File: config.mk
export PLATFORM = sky130hd
export DESIGN_NAME = udma_adc_ts_gen
export DESIGN_NICKNAME = d
export VERILOG_FILES = /design/src/rtl/udma_adc_ts_pkg.sv /design/src/rtl/udma_adc_ts_fifo.sv /design/src/rtl/udma_adc_ts_gen.sv
export SDC_FILE = /design/constraint.sdc
export NUM_CORES = 1
export LEC_CHECK = 0
export BUFFER_PORTS_ARGS = -buffer_cell sky130_fd_sc_hd__buf_2
export CORE_UTILIZATION = 40
export DETAILED_ROUTE_END_ITERATION = 6
export PLACE_DENSITY = 0.6
export SETUP_SLACK_MARGIN = 0.02
export SYNTH_ARGS = -nofsm -noshare
export SYNTH_HDL_FRONTEND = slang
export SYNTH_SLANG_ARGS = --single-unit
export TNS_END_PERCENT = 1
File: constraint.sdc
create_clock -name ts_clk_i -period 8.2 [get_ports ts_clk_i]
set_input_delay 1.23 -clock ts_clk_i [delete_from_list [all_inputs] [get_ports ts_clk_i]]
set_output_delay 1.23 -clock ts_clk_i [all_outputs]
set_load 0.03 [all_outputs]
File: src/rtl/udma_adc_ts_pkg.sv
// Shared types for the uDMA ADC timestamp generator.
//  ts_rec_t        : one buffered record {channel id, stamp}. Fields are sized to the
//                    widest supported configuration; users zero-extend on write and
//                    take the low bits on read.
//  ts_gen_state_e  : output hold FSM states.
package udma_adc_ts_pkg;

    localparam int TS_CHID_W_MAX = 8;
    localparam int TS_DATA_W_MAX = 32;

    typedef struct packed {
        logic [TS_CHID_W_MAX-1:0] chid;
        logic [TS_DATA_W_MAX-1:0] data;
    } ts_rec_t;

    typedef enum logic {
        IDLE = 1'b0,
        HOLD = 1'b1
    } ts_gen_state_e;

endpackage

File: src/rtl/udma_adc_ts_fifo.sv
// Synchronous record FIFO with show-ahead read and synchronous flush.
//  clk_i/rst_ni  : clock, async active-low reset
//  clr_i         : flush (wins over push/pop)
//  push_i/data_i : write a record; ignored when full
//  pop_i/data_o  : data_o is the head record; pop_i drops it; ignored when empty
//  full_o/empty_o: occupancy flags
module udma_adc_ts_fifo
    import udma_adc_ts_pkg::*;
#(
    parameter int DEPTH = 4
) (
    input  logic    clk_i,
    input  logic    rst_ni,
    input  logic    clr_i,
    input  logic    push_i,
    input  ts_rec_t data_i,
    input  logic    pop_i,
    output ts_rec_t data_o,
    output logic    full_o,
    output logic    empty_o
);
    localparam int AW = $clog2(DEPTH);
    localparam int CW = AW + 1;

    ts_rec_t         mem_q [DEPTH];
    logic [AW-1:0]   wr_q, wr_d, rd_q, rd_d;
    logic [CW-1:0]   cnt_q, cnt_d;
    logic            do_push, do_pop;

    assign full_o  = (cnt_q == CW'(DEPTH));
    assign empty_o = (cnt_q == '0);
    assign do_push = push_i & ~full_o & ~clr_i;
    assign do_pop  = pop_i & ~empty_o & ~clr_i;
    assign data_o  = mem_q[rd_q];

    always_comb begin
        wr_d  = wr_q;
        rd_d  = rd_q;
        cnt_d = cnt_q;
        if (clr_i) begin
            wr_d  = '0;
            rd_d  = '0;
            cnt_d = '0;
        end else begin
            if (do_push) wr_d = wr_q + AW'(1);
            if (do_pop)  rd_d = rd_q + AW'(1);
            if (do_push && !do_pop)      cnt_d = cnt_q + CW'(1);
            else if (do_pop && !do_push) cnt_d = cnt_q - CW'(1);
        end
    end

    always_ff @(posedge clk_i or negedge rst_ni) begin
        if (!rst_ni) begin
            wr_q  <= '0;
            rd_q  <= '0;
            cnt_q <= '0;
        end else begin
            wr_q  <= wr_d;
            rd_q  <= rd_d;
            cnt_q <= cnt_d;
        end
    end

    // Storage carries no reset; only entries between rd and wr are ever observed.
    always_ff @(posedge clk_i) begin
        if (do_push) mem_q[wr_q] <= data_i;
    end

endmodule

File: src/rtl/udma_adc_ts_gen.sv
// Timestamp event generator for the uDMA ADC timestamp channel.
//  ts_clk_i, rst_ni : clock, async active-low reset
//  en_i             : run counter and capture edges
//  clr_i            : sync clear of counter, pending, FIFO, hold FSM (outputs kept)
//  ch_evt_i         : per-channel event levels
//  ovf_clr_i        : clears the sticky overflow flag
//  ts_valid_o       : toggles once per presented record
//  ts_chid_o/ts_data_o : current record, stable for at least HOLD_CYCLES cycles
//  ovf_o            : sticky, an event was dropped
module udma_adc_ts_gen
    import udma_adc_ts_pkg::*;
#(
    parameter int NUM_CH        = 4,
    parameter int TS_DATA_WIDTH = 28,
    parameter int TS_CHID_WIDTH = 4,
    parameter int FIFO_DEPTH    = 4,
    parameter int HOLD_CYCLES   = 8
) (
    input  logic                     ts_clk_i,
    input  logic                     rst_ni,
    input  logic                     en_i,
    input  logic                     clr_i,
    input  logic [NUM_CH-1:0]        ch_evt_i,
    input  logic                     ovf_clr_i,
    output logic                     ts_valid_o,
    output logic [TS_CHID_WIDTH-1:0] ts_chid_o,
    output logic [TS_DATA_WIDTH-1:0] ts_data_o,
    output logic                     ovf_o
);
    localparam int CH_W   = (NUM_CH > 1) ? $clog2(NUM_CH) : 1;
    localparam int HOLD_W = $clog2(HOLD_CYCLES);

    logic [TS_DATA_WIDTH-1:0]             cnt_q, cnt_d;
    logic [NUM_CH-1:0]                    evt_q, edge_det;
    logic [NUM_CH-1:0]                    pend_q, pend_d;
    logic [NUM_CH-1:0][TS_DATA_WIDTH-1:0] stamp_q, stamp_d;
    logic [CH_W-1:0]                      rr_q, rr_d, gnt_idx, scan_idx;
    logic                                 gnt_vld, ovf_set, ovf_q, ovf_d;
    ts_gen_state_e                        state_q, state_d;
    logic [HOLD_W-1:0]                    hold_q, hold_d;
    logic                                 vld_q, vld_d, pop;
    logic [TS_CHID_WIDTH-1:0]             chid_q, chid_d;
    logic [TS_DATA_WIDTH-1:0]             data_q, data_d;
    ts_rec_t                              push_rec, head_rec;
    logic                                 fifo_full, fifo_empty;
    logic                                 unused_rec;

    // Edges are ignored while disabled or while clearing.
    assign edge_det = ch_evt_i & ~evt_q & {NUM_CH{en_i & ~clr_i}};

    assign cnt_d = clr_i ? '0 : (en_i ? cnt_q + TS_DATA_WIDTH'(1) : cnt_q);

    // Round-robin: first pending channel at or after rr_q, wrapping.
    always_comb begin
        gnt_vld  = 1'b0;
        gnt_idx  = '0;
        scan_idx = rr_q;
        for (int i = 0; i < NUM_CH; i++) begin
            if (!gnt_vld && pend_q[scan_idx] && !fifo_full && !clr_i) begin
                gnt_vld = 1'b1;
                gnt_idx = scan_idx;
            end
            scan_idx = (scan_idx == CH_W'(NUM_CH - 1)) ? '0 : scan_idx + CH_W'(1);
        end
    end

    // Arbitration restarts from channel 0 after a clear.
    always_comb begin
        rr_d = rr_q;
        if (clr_i) rr_d = '0;
        else if (gnt_vld) rr_d = (gnt_idx == CH_W'(NUM_CH - 1)) ? '0 : gnt_idx + CH_W'(1);
    end

    // A grant empties the slot in the same cycle, so an edge on the granted
    // channel refills it instead of overflowing.
    always_comb begin
        pend_d  = pend_q;
        stamp_d = stamp_q;
        ovf_set = 1'b0;
        for (int c = 0; c < NUM_CH; c++) begin
            if (gnt_vld && gnt_idx == CH_W'(c)) pend_d[c] = 1'b0;
            if (edge_det[c]) begin
                if (!pend_q[c] || (gnt_vld && gnt_idx == CH_W'(c))) begin
                    pend_d[c]  = 1'b1;
                    stamp_d[c] = cnt_q;
                end else begin
                    ovf_set = 1'b1;
                end
            end
        end
        if (clr_i) pend_d = '0;
    end

    // Set beats clear.
    assign ovf_d = ovf_set | (ovf_q & ~ovf_clr_i);

    assign push_rec.chid = TS_CHID_W_MAX'(gnt_idx);
    assign push_rec.data = TS_DATA_W_MAX'(stamp_q[gnt_idx]);

    udma_adc_ts_fifo #(.DEPTH(FIFO_DEPTH)) u_fifo (
        .clk_i   (ts_clk_i),
        .rst_ni  (rst_ni),
        .clr_i   (clr_i),
        .push_i  (gnt_vld),
        .data_i  (push_rec),
        .pop_i   (pop),
        .data_o  (head_rec),
        .full_o  (fifo_full),
        .empty_o (fifo_empty)
    );

    // Upper record bits beyond the configured widths are always zero.
    assign unused_rec = ^head_rec;

    // Hold FSM: next state.
    always_comb begin
        state_d = state_q;
        if (clr_i) begin
            state_d = IDLE;
        end else begin
            case (state_q)
                IDLE:    if (!fifo_empty) state_d = HOLD;
                HOLD:    if (hold_q == '0) state_d = IDLE;
                default: state_d = IDLE;
            endcase
        end
    end

    // Hold FSM: outputs. A clear leaves the presented record untouched.
    always_comb begin
        pop    = 1'b0;
        hold_d = hold_q;
        vld_d  = vld_q;
        chid_d = chid_q;
        data_d = data_q;
        if (!clr_i) begin
            case (state_q)
                IDLE: begin
                    if (!fifo_empty) begin
                        pop    = 1'b1;
                        vld_d  = ~vld_q;
                        chid_d = head_rec.chid[TS_CHID_WIDTH-1:0];
                        data_d = head_rec.data[TS_DATA_WIDTH-1:0];
                        hold_d = HOLD_W'(HOLD_CYCLES - 1);
                    end
                end
                HOLD:    if (hold_q != '0) hold_d = hold_q - HOLD_W'(1);
                default: ;
            endcase
        end
    end

    // State register.
    always_ff @(posedge ts_clk_i or negedge rst_ni) begin
        if (!rst_ni) begin
            cnt_q   <= '0;
            evt_q   <= '0;
            pend_q  <= '0;
            stamp_q <= '0;
            rr_q    <= '0;
            ovf_q   <= 1'b0;
            state_q <= IDLE;
            hold_q  <= '0;
            vld_q   <= 1'b0;
            chid_q  <= '0;
            data_q  <= '0;
        end else begin
            cnt_q   <= cnt_d;
            evt_q   <= ch_evt_i;
            pend_q  <= pend_d;
            stamp_q <= stamp_d;
            rr_q    <= rr_d;
            ovf_q   <= ovf_d;
            state_q <= state_d;
            hold_q  <= hold_d;
            vld_q   <= vld_d;
            chid_q  <= chid_d;
            data_q  <= data_d;
        end
    end

    assign ts_valid_o = vld_q;
    assign ts_chid_o  = chid_q;
    assign ts_data_o  = data_q;
    assign ovf_o      = ovf_q;

endmodule

==> implementation parameters, run 1 <==
Parameter                              Value

Routing
  TritonRoute pass-1 iters ... 4
  Drt initial violations ... 338
  Routed via count ... 7137
  Number of design rule violations left after detail routing ... 0
  Mean routed wirelength per cell ... 17.8 um
  Post-DR vias/cell ... 5.11
  Final ANT Viol Nets ... 0
  Aggregate routed wire length ... approximately 25000 um

Synth
  Proportion of register bits with asynchronous set or reset after synthesis ... 61.7%
  Sequential fraction of the synthesis area ... 61.9%
  Most common library cells after synthesis ... dfrtp_1, mux2_2, edfxtp_1
  Number of warnings reported in the yosys synthesis log ... 0
  EDFF count, synth ... 120
  Most frequently used cell type in the post-synthesis netlist ... dfrtp_1
  Post-synthesis instance total ... just under 900
  Leading post-synthesis cells by cell area ... dfrtp_1, edfxtp_1, mux2_2
  Share of Yosys cell area claimed by the top area cell type ... 35.5%
  Number of register bits inferred by synthesis ... about 310
  Cell Area, Synth ... 13600 um2
  Number of distinct library cells after synthesis ... 58
  Post-Syn Area per Cell ... ~15 um2
  Main flop type after synthesis ... dfrtp_1
  Cell type with the largest total area after synthesis ... dfrtp_1

Critical path
  Startpoint of the most critical register-to-register path ... rr_q[0]
  Crit path launch type ... flop
  Reg2reg setup slack ... 3.86 ns
  Number of cells on the worst reg-to-reg path ... 14
  Reg-to-Reg End ... stamp_q[90]
  WP data arrival ... around 4.7 ns
  Crit path largest cell delay ... ~0.7 ns
  Nature of the critical path endpoint ... flop
  Critical path class ... reg2reg
  Cells along the critical path ... ha_1, nor2b_1, a22o_1, a32o_1, nand3_1, o21a_2, buf_4, inv_1, ha_1, nand2_1, nand2_1, nand2b_1, buf_4, mux2_2
  Critical path fanouts, max ... 33
  Req. time, crit path ... 8.58 ns
  Cell with the biggest individual delay on the critical path ... dfrtp_1

Die
  Area of the die ... 34800 um2
  I/O pins ... 43
  Placement Rows ... between 60 and 70
  Chip Height ... 187 um
  Starting utilization of the core area ... around two fifths
  Floorplan die width ... 187 um
  Floorplan core area ... 33500 um2

Clock tree
  Sinks on the clock net ... 313
  Setup bufs post-CTS ... 0
  Insertion delay to the later sink of the worst-skew pair ... between 0.5 and 0.6 ns
  Clock root buffer master ... clkbuf_16
  Clock H-tree levels ... 2
  Cells resized by post-CTS repair ... 0
  Clock tree from TritonCTS ... done
  Number of buffers created by CTS ... 34
  Count of hold-fix buffers inserted at cts ... 0
  Maximum buffer depth of the clock tree ... 3
  Clock-pin slew reported for the worst setup and hold paths after clock tree synthesis ... ~0.06 ns

Power and ir drop
  Pleak ... 0.00651 uW
  IR Drop Worst-Case VDD ... 0.125 mV
  Power density over the cells ... 296 nW/um2

Cells and area
  Share of cells above drive strength 1 ... a little over 30%
  Number of nets in the layout ... 942
  Final core area utilization ... 45.8%
  Area grow syn2layout ... 12.7%

Global routing
  Global Route Usage Sum ... 14.7%
  GR Overflow Total ... 0
  Vias in the first global route ... 7423
  Largest net degree at the start of global routing ... between 100 and 150
  Wire length of the first global-routing pass ... 40900 um
  Number of antenna violations at the first check in global routing ... 1

Timing
  Worst Hold Margin ... 0.459 ns
  Clock skew after layout ... 0.0188 ns
  Clock period minus worst slack ... 4.34 ns
  Unrepaired setup endpoints after global routing ... false
  Sum Neg Setup Slack ... 0 ns
  Final setup violation count ... 0
  Number of hold-slack violations in the final timing report ... 0
  Period utilisation layout ... approximately 53%
  Max-slew headroom at the worst pin ... 28.9%
  Worst-margin pin slew ... 1.07 ns
  Highest Clock Rate ... 231 MHz
  Final count of pins violating max slew ... 0

Hold path
  Worst Hold Endpoint ... ts_valid_o
  Hold path startpoint ... ts_valid_o
  Class of the most critical hold timing path ... reg2reg
  Depth of the worst hold-timing path ... 1

Run status
  Outcome ... finished clean

Place
  Port-buffer cells ... 40
  Final HPWL from detailed placement ... between 10000 and 15000 um
  GP Congestion ... ~0.74

Flow run
  Max-cap violation count ... 0
per-layer routing:
layer  wire [um]  GRT usage, %  part of all wire (%)  vias to the layer above
met1       11400          19.8                    46                     3678
met5           0             0                     0                        -
li1            -             -                     -                     3331
met2       12000          24.3                    48                       88
met4         554          4.67                   2.2                        0
met3         858          2.58                   3.4                       40
critical path: cells and delay by family, from the launching register on:
kind                       cells  cell delay (ns)
muxes                          1             0.39
AOI/OAI and AO/OA              3             0.66
DFF                            1             0.70
adders and majority gates      2             0.73
and+or+nand+nor                5             0.58
buffers and inverters          3             1.14
kinds of logic after synthesis:
family                     after synthesis  share of synthesized area (%)
AOI/OAI and AO/OA                       52                           2.70
xor gates and xnor gates                31                           1.99
adders and majority gates               12                           1.16
buffers and inverters                   71                           2.90
DFF                                    313                           61.9
muxes                                  265                           24.2
other                                    1                         0.0275
and+or+nand+nor                        142                           5.13
stage by stage:
step / cell area [um2] / worst slack [ns] / std cells / total power (uW)
finish: 15300 / 3.86 / 1396 / 4550
global route: 15300 / 3.52 / 1395 / 4780
CTS: 15300 / 3.86 / 1395 / 4620
detailed placement: 14200 / 3.58 / 1333 / 3040
global placement: 14200 / 3.66 / 1333 / 3020
floorplan: 13600 / 4.60 / 888 / 2760
registers in the layout, summed over array words and instances (netlist names), 2 cells and up:
name and flops:
stamp_q 112, cnt_q 28, rr_q 2, ts_data_o 28, ts_chid_o 2, u_fifo.cnt_q 3
pend_q 4, u_fifo.rd_q 2, evt_q 4, u_fifo.wr_q 2, u_fifo.mem_q 120, hold_q 3
cell type report:
type | count | area (um2)
repair buffers | 54 | 314
fillers | 2992 | 18200
multi-input cells | 504 | 4810
well taps | 448 | 561
flip-flops and latches | 313 | 8430
clock buffers | 56 | 1100
diodes | 1 | 2.50
clock inverters | 6 | 78.8
inverters | 14 | 52.6
worst max path at each step:
stage	end	from
final	stamp_q[90]	rr_q[0]
after global routing	stamp_q[44]	rr_q[0]
after CTS	stamp_q[110]	rr_q[0]
after detailed placement	stamp_q[103]	clr_i
after global placement	stamp_q[97]	clr_i
after floorplan	stamp_q[100]	clr_i
power breakdown:
part / switching (uW) / leakage, uW / total (uW) / internal (uW)
logic: 616 / 0.00212 / 1060 / 439
registers: 108 / 0.00382 / 1930 / 1820
clock network: 592 / 0.000579 / 1570 / 978
cells in the final DEF (no fill, tap or decap), types with 6 or more instances in the layout:
master / instances
inv_1: 13
buf_4: 14
a21oi_1: 9
o21ai_0: 12
mux2i_1: 90
and3_1: 6
clkbuf_16: 38
and2_1: 6
mux2_4: 20
buf_2: 39
clkbuf_8: 9
xor2_1: 18
nand2_1: 30
mux2_2: 124
nor3_1: 7
dfrtp_1: 192
ha_1: 11
nand3_1: 8
mux4_2: 31
edfxtp_1: 120
clkbuf_1: 10
nor2_1: 48
xnor2_1: 13
Note: power is estimated with default switching activity, not from simulation.
==> run 2: changes to the inputs <==
Settings changed: PLACE_DENSITY 0.6 to 0.62.
Clock period 8.2 ns to 3.7 ns, I/O delays scaled along.
==> run 2 against run 1 <==
Compared with the run above: combinational power up 130%; worst hold slack worse by 0.42 ns; clock skew up 0.0017 ns; first-iteration DRC count up 20%; global-route usage up 0.34 points; core utilization about the same; sequential power up 120%; clock-buffer cell count down 8; non-clock buffer count up 8; critical path type unchanged; highest routed layer unchanged.
==> implementation parameters, run 2 (synthesis results as in run 1) <==
Parameter                              Value

Run status
  Outcome ... finished clean

Cells and area
  Max reg flops ... 120 (unchanged)
  Most frequent cells in the layout ... dfrtp_1, mux2_2, edfxtp_1
  Seq. cell area ... 8440 um2 (about the same)
  Fin area ... 15300 um2 (about the same)
  Register with the most flip-flops ... u_fifo.mem_q
  Final core area utilization ... 45.7% (about the same)
  # fillers ... 2919 (-2.4%)
  Final cell count without fillers ... 1400 (+0.29%)
  Most common cell after layout, fill and taps aside ... dfrtp_1
  Share of cells above drive strength 1 ... 30.8% (+0.19 points)
  Area grow syn2layout ... 12.6% (about the same)
  Largest regs ... u_fifo.mem_q: 120 flops, stamp_q: 112 flops
  Multi-input combinational cell area ... 4810 um2 (unchanged)
  Number of nets in the layout ... 947 (+0.53%)

Clock tree
  Maximum buffer depth of the clock tree ... 3 (unchanged)
  Clock H-tree levels ... 1 (-1)
  Count of hold-fix buffers inserted at cts ... 0 (unchanged)
  Clock-pin slew reported for the worst setup and hold paths after clock tree synthesis ... 0.06 ns (about the same)
  Cells resized by post-CTS repair ... 0 (unchanged)
  Setup bufs post-CTS ... 0 (unchanged)
  Clock tree from TritonCTS ... done
  Number of buffers created by CTS ... 31 (-8.8%)
  Sinks on the clock net ... 313 (unchanged)
  Insertion delay to the later sink of the worst-skew pair ... 0.56 ns (+0.05 ns)
  Clock root buffer master ... clkbuf_16

Place
  Placed cell count ... 1341 (+0.60%)
  Final HPWL from detailed placement ... 15400 um (+5.8%)
  GP Congestion ... 0.731 (-1.9%)
  Port-buffer cells ... 40 (unchanged)
  Total placed instance area ... 14300 um2 (+1.2%)

Routing
  Number of design rule violations left after detail routing ... 0 (unchanged)
  Drt initial violations ... 407 (+20%)
  TritonRoute pass-1 iters ... 4 (unchanged)
  Mean routed wirelength per cell ... 18.3 um (+2.4%)
  Post-DR vias/cell ... 5.14 (+0.58%)
  Routed via count ... 7199 (+0.87%)
  Final ANT Viol Nets ... 0 (unchanged)
  Aggregate routed wire length ... 25600 um (+2.7%)

Critical path
  Req. time, crit path ... 3.95 ns (-4.63 ns)
  Nature of the critical path endpoint ... flop
  Critical path fanouts, max ... 23 (-30%)
  Critical path origin ... rr_q[0]
  Crit path largest cell delay ... 0.59 ns (-0.11 ns)
  Cell occurring most often along the worst timing path ... mux2i_1
  Startpoint of the most critical register-to-register path ... rr_q[0]
  Critical path class ... reg2reg
  Reg2reg setup slack ... 0.31 ns (-3.55 ns)
  WP data arrival ... 3.64 ns (-1.07 ns)
  Cell with the biggest individual delay on the critical path ... mux4_2
  Number of cells on the worst reg-to-reg path ... 9 (-5)
  Cells along the critical path ... ha_1, mux4_2, o31ai_1, a21oi_1, o21a_4, inv_2, buf_12, mux2i_1, mux2i_1
  Reg-to-Reg End ... u_fifo.mem_q[2][3]
  Crit path launch type ... flop

Global routing
  Global Route Usage Sum ... 15.1% (+0.34 points)
  Number of antenna violations at the first check in global routing ... 1 (unchanged)
  Vias in the first global route ... 7584 (+2.2%)
  Wire length of the first global-routing pass ... 41800 um (+2.3%)
  GR Overflow Total ... 0 (unchanged)
  Largest net degree at the start of global routing ... 85 (-25%)

Flow run
  Max-cap violation count ... 0 (unchanged)

Timing
  Sum Neg Setup Slack ... 0 ns (unchanged)
  Number of hold-slack violations in the final timing report ... 0 (unchanged)
  Worst-margin pin slew ... 0.870 ns (-0.196 ns)
  Highest Clock Rate ... 295 MHz (+28%)
  Clock period minus worst slack ... 3.39 ns (-0.949 ns)
  Final count of pins violating max slew ... 0 (unchanged)
  Final setup violation count ... 0 (unchanged)
  Unrepaired setup endpoints after global routing ... false
  Period utilisation layout ... 91.6% (+39 points)
  Clock skew after layout ... 0.0205 ns (+0.00171 ns)
  Max-slew headroom at the worst pin ... 42.0% (+13 points)

Die
  Floorplan core area ... 33500 um2 (unchanged)
  I/O pins ... 43 (unchanged)
  Starting utilization of the core area ... 40.6% (unchanged)
  Area of the die ... 34800 um2 (unchanged)
  Chip Height ... 187 um (unchanged)
  Placement Rows ... 67 (unchanged)
  Floorplan die width ... 187 um (unchanged)

Power and ir drop
  Overall power consumption ... 9720 uW (+110%)
  Pleak ... 0.00649 uW (-0.31%)
  Power density over the cells ... 634 nW/um2 (+110%)
  IR Drop Worst-Case VDD ... 0.280 mV (+120%)

Hold path
  Class of the most critical hold timing path ... in2async
run 2: layout make-up:
class,instances,share of cell area (%)
Antenna cell,1,0.0163
Clock buffer,48,5.94
Inverter,14,0.343
Sequential cell,313,55.0
Tap cell,448,3.65
Clock inverter,10,0.530
Multi-Input combinational cell,504,31.3
Timing Repair Buffer,62,3.17
run 2: worst max-delay path by stage:
stage / to / cells past startpoint
floorplan: stamp_q[100] / 17
global placement: u_fifo.mem_q[2][17] / 9
detailed placement: u_fifo.mem_q[3][3] / 9
CTS: u_fifo.mem_q[0][3] / 9
global route: u_fifo.mem_q[2][3] / 9
finish: u_fifo.mem_q[2][3] / 9
run 2: through the flow:
step / hold WS (ns) / setup WS [ns]
finish: 0.0431 / 0.311
global route: 0.0931 / 0.0964
global placement: 0.450 / 0.368
CTS: 0.0692 / 0.285
floorplan: 0.259 / 0.281
detailed placement: 0.473 / 0.300
run 2: routing by layer:
metal | global-route usage (%) | routed length [um] | up-vias
li1 | - | - | 3333
met1 | 20.0 | 11600 | 3753
met2 | 26.2 | 12800 | 79
met3 | 1.92 | 724 | 34
met4 | 3.75 | 410 | 0
met5 | 0 | 0 | -
run 2: report_power, final:
part           leakage, uW  total (uW)  switching [uW]  internal (uW)
logic              0.00220        2420            1400           1020
registers          0.00381        4250             223           4030
clock network     0.000481        3040            1290           1760
total              0.00649        9720            2910           6810
run 2: worst max-delay path: cells and delay by family, from the launching register on:
kind / cells / cell delay (ns)
AO/OA/AOI/OAI: 3 / 0.58
buffers and inverters: 2 / 0.57
flip-flops: 1 / 0.38
adder cells (fa/ha/maj): 1 / 0.49
multiplexers: 3 / 1.06
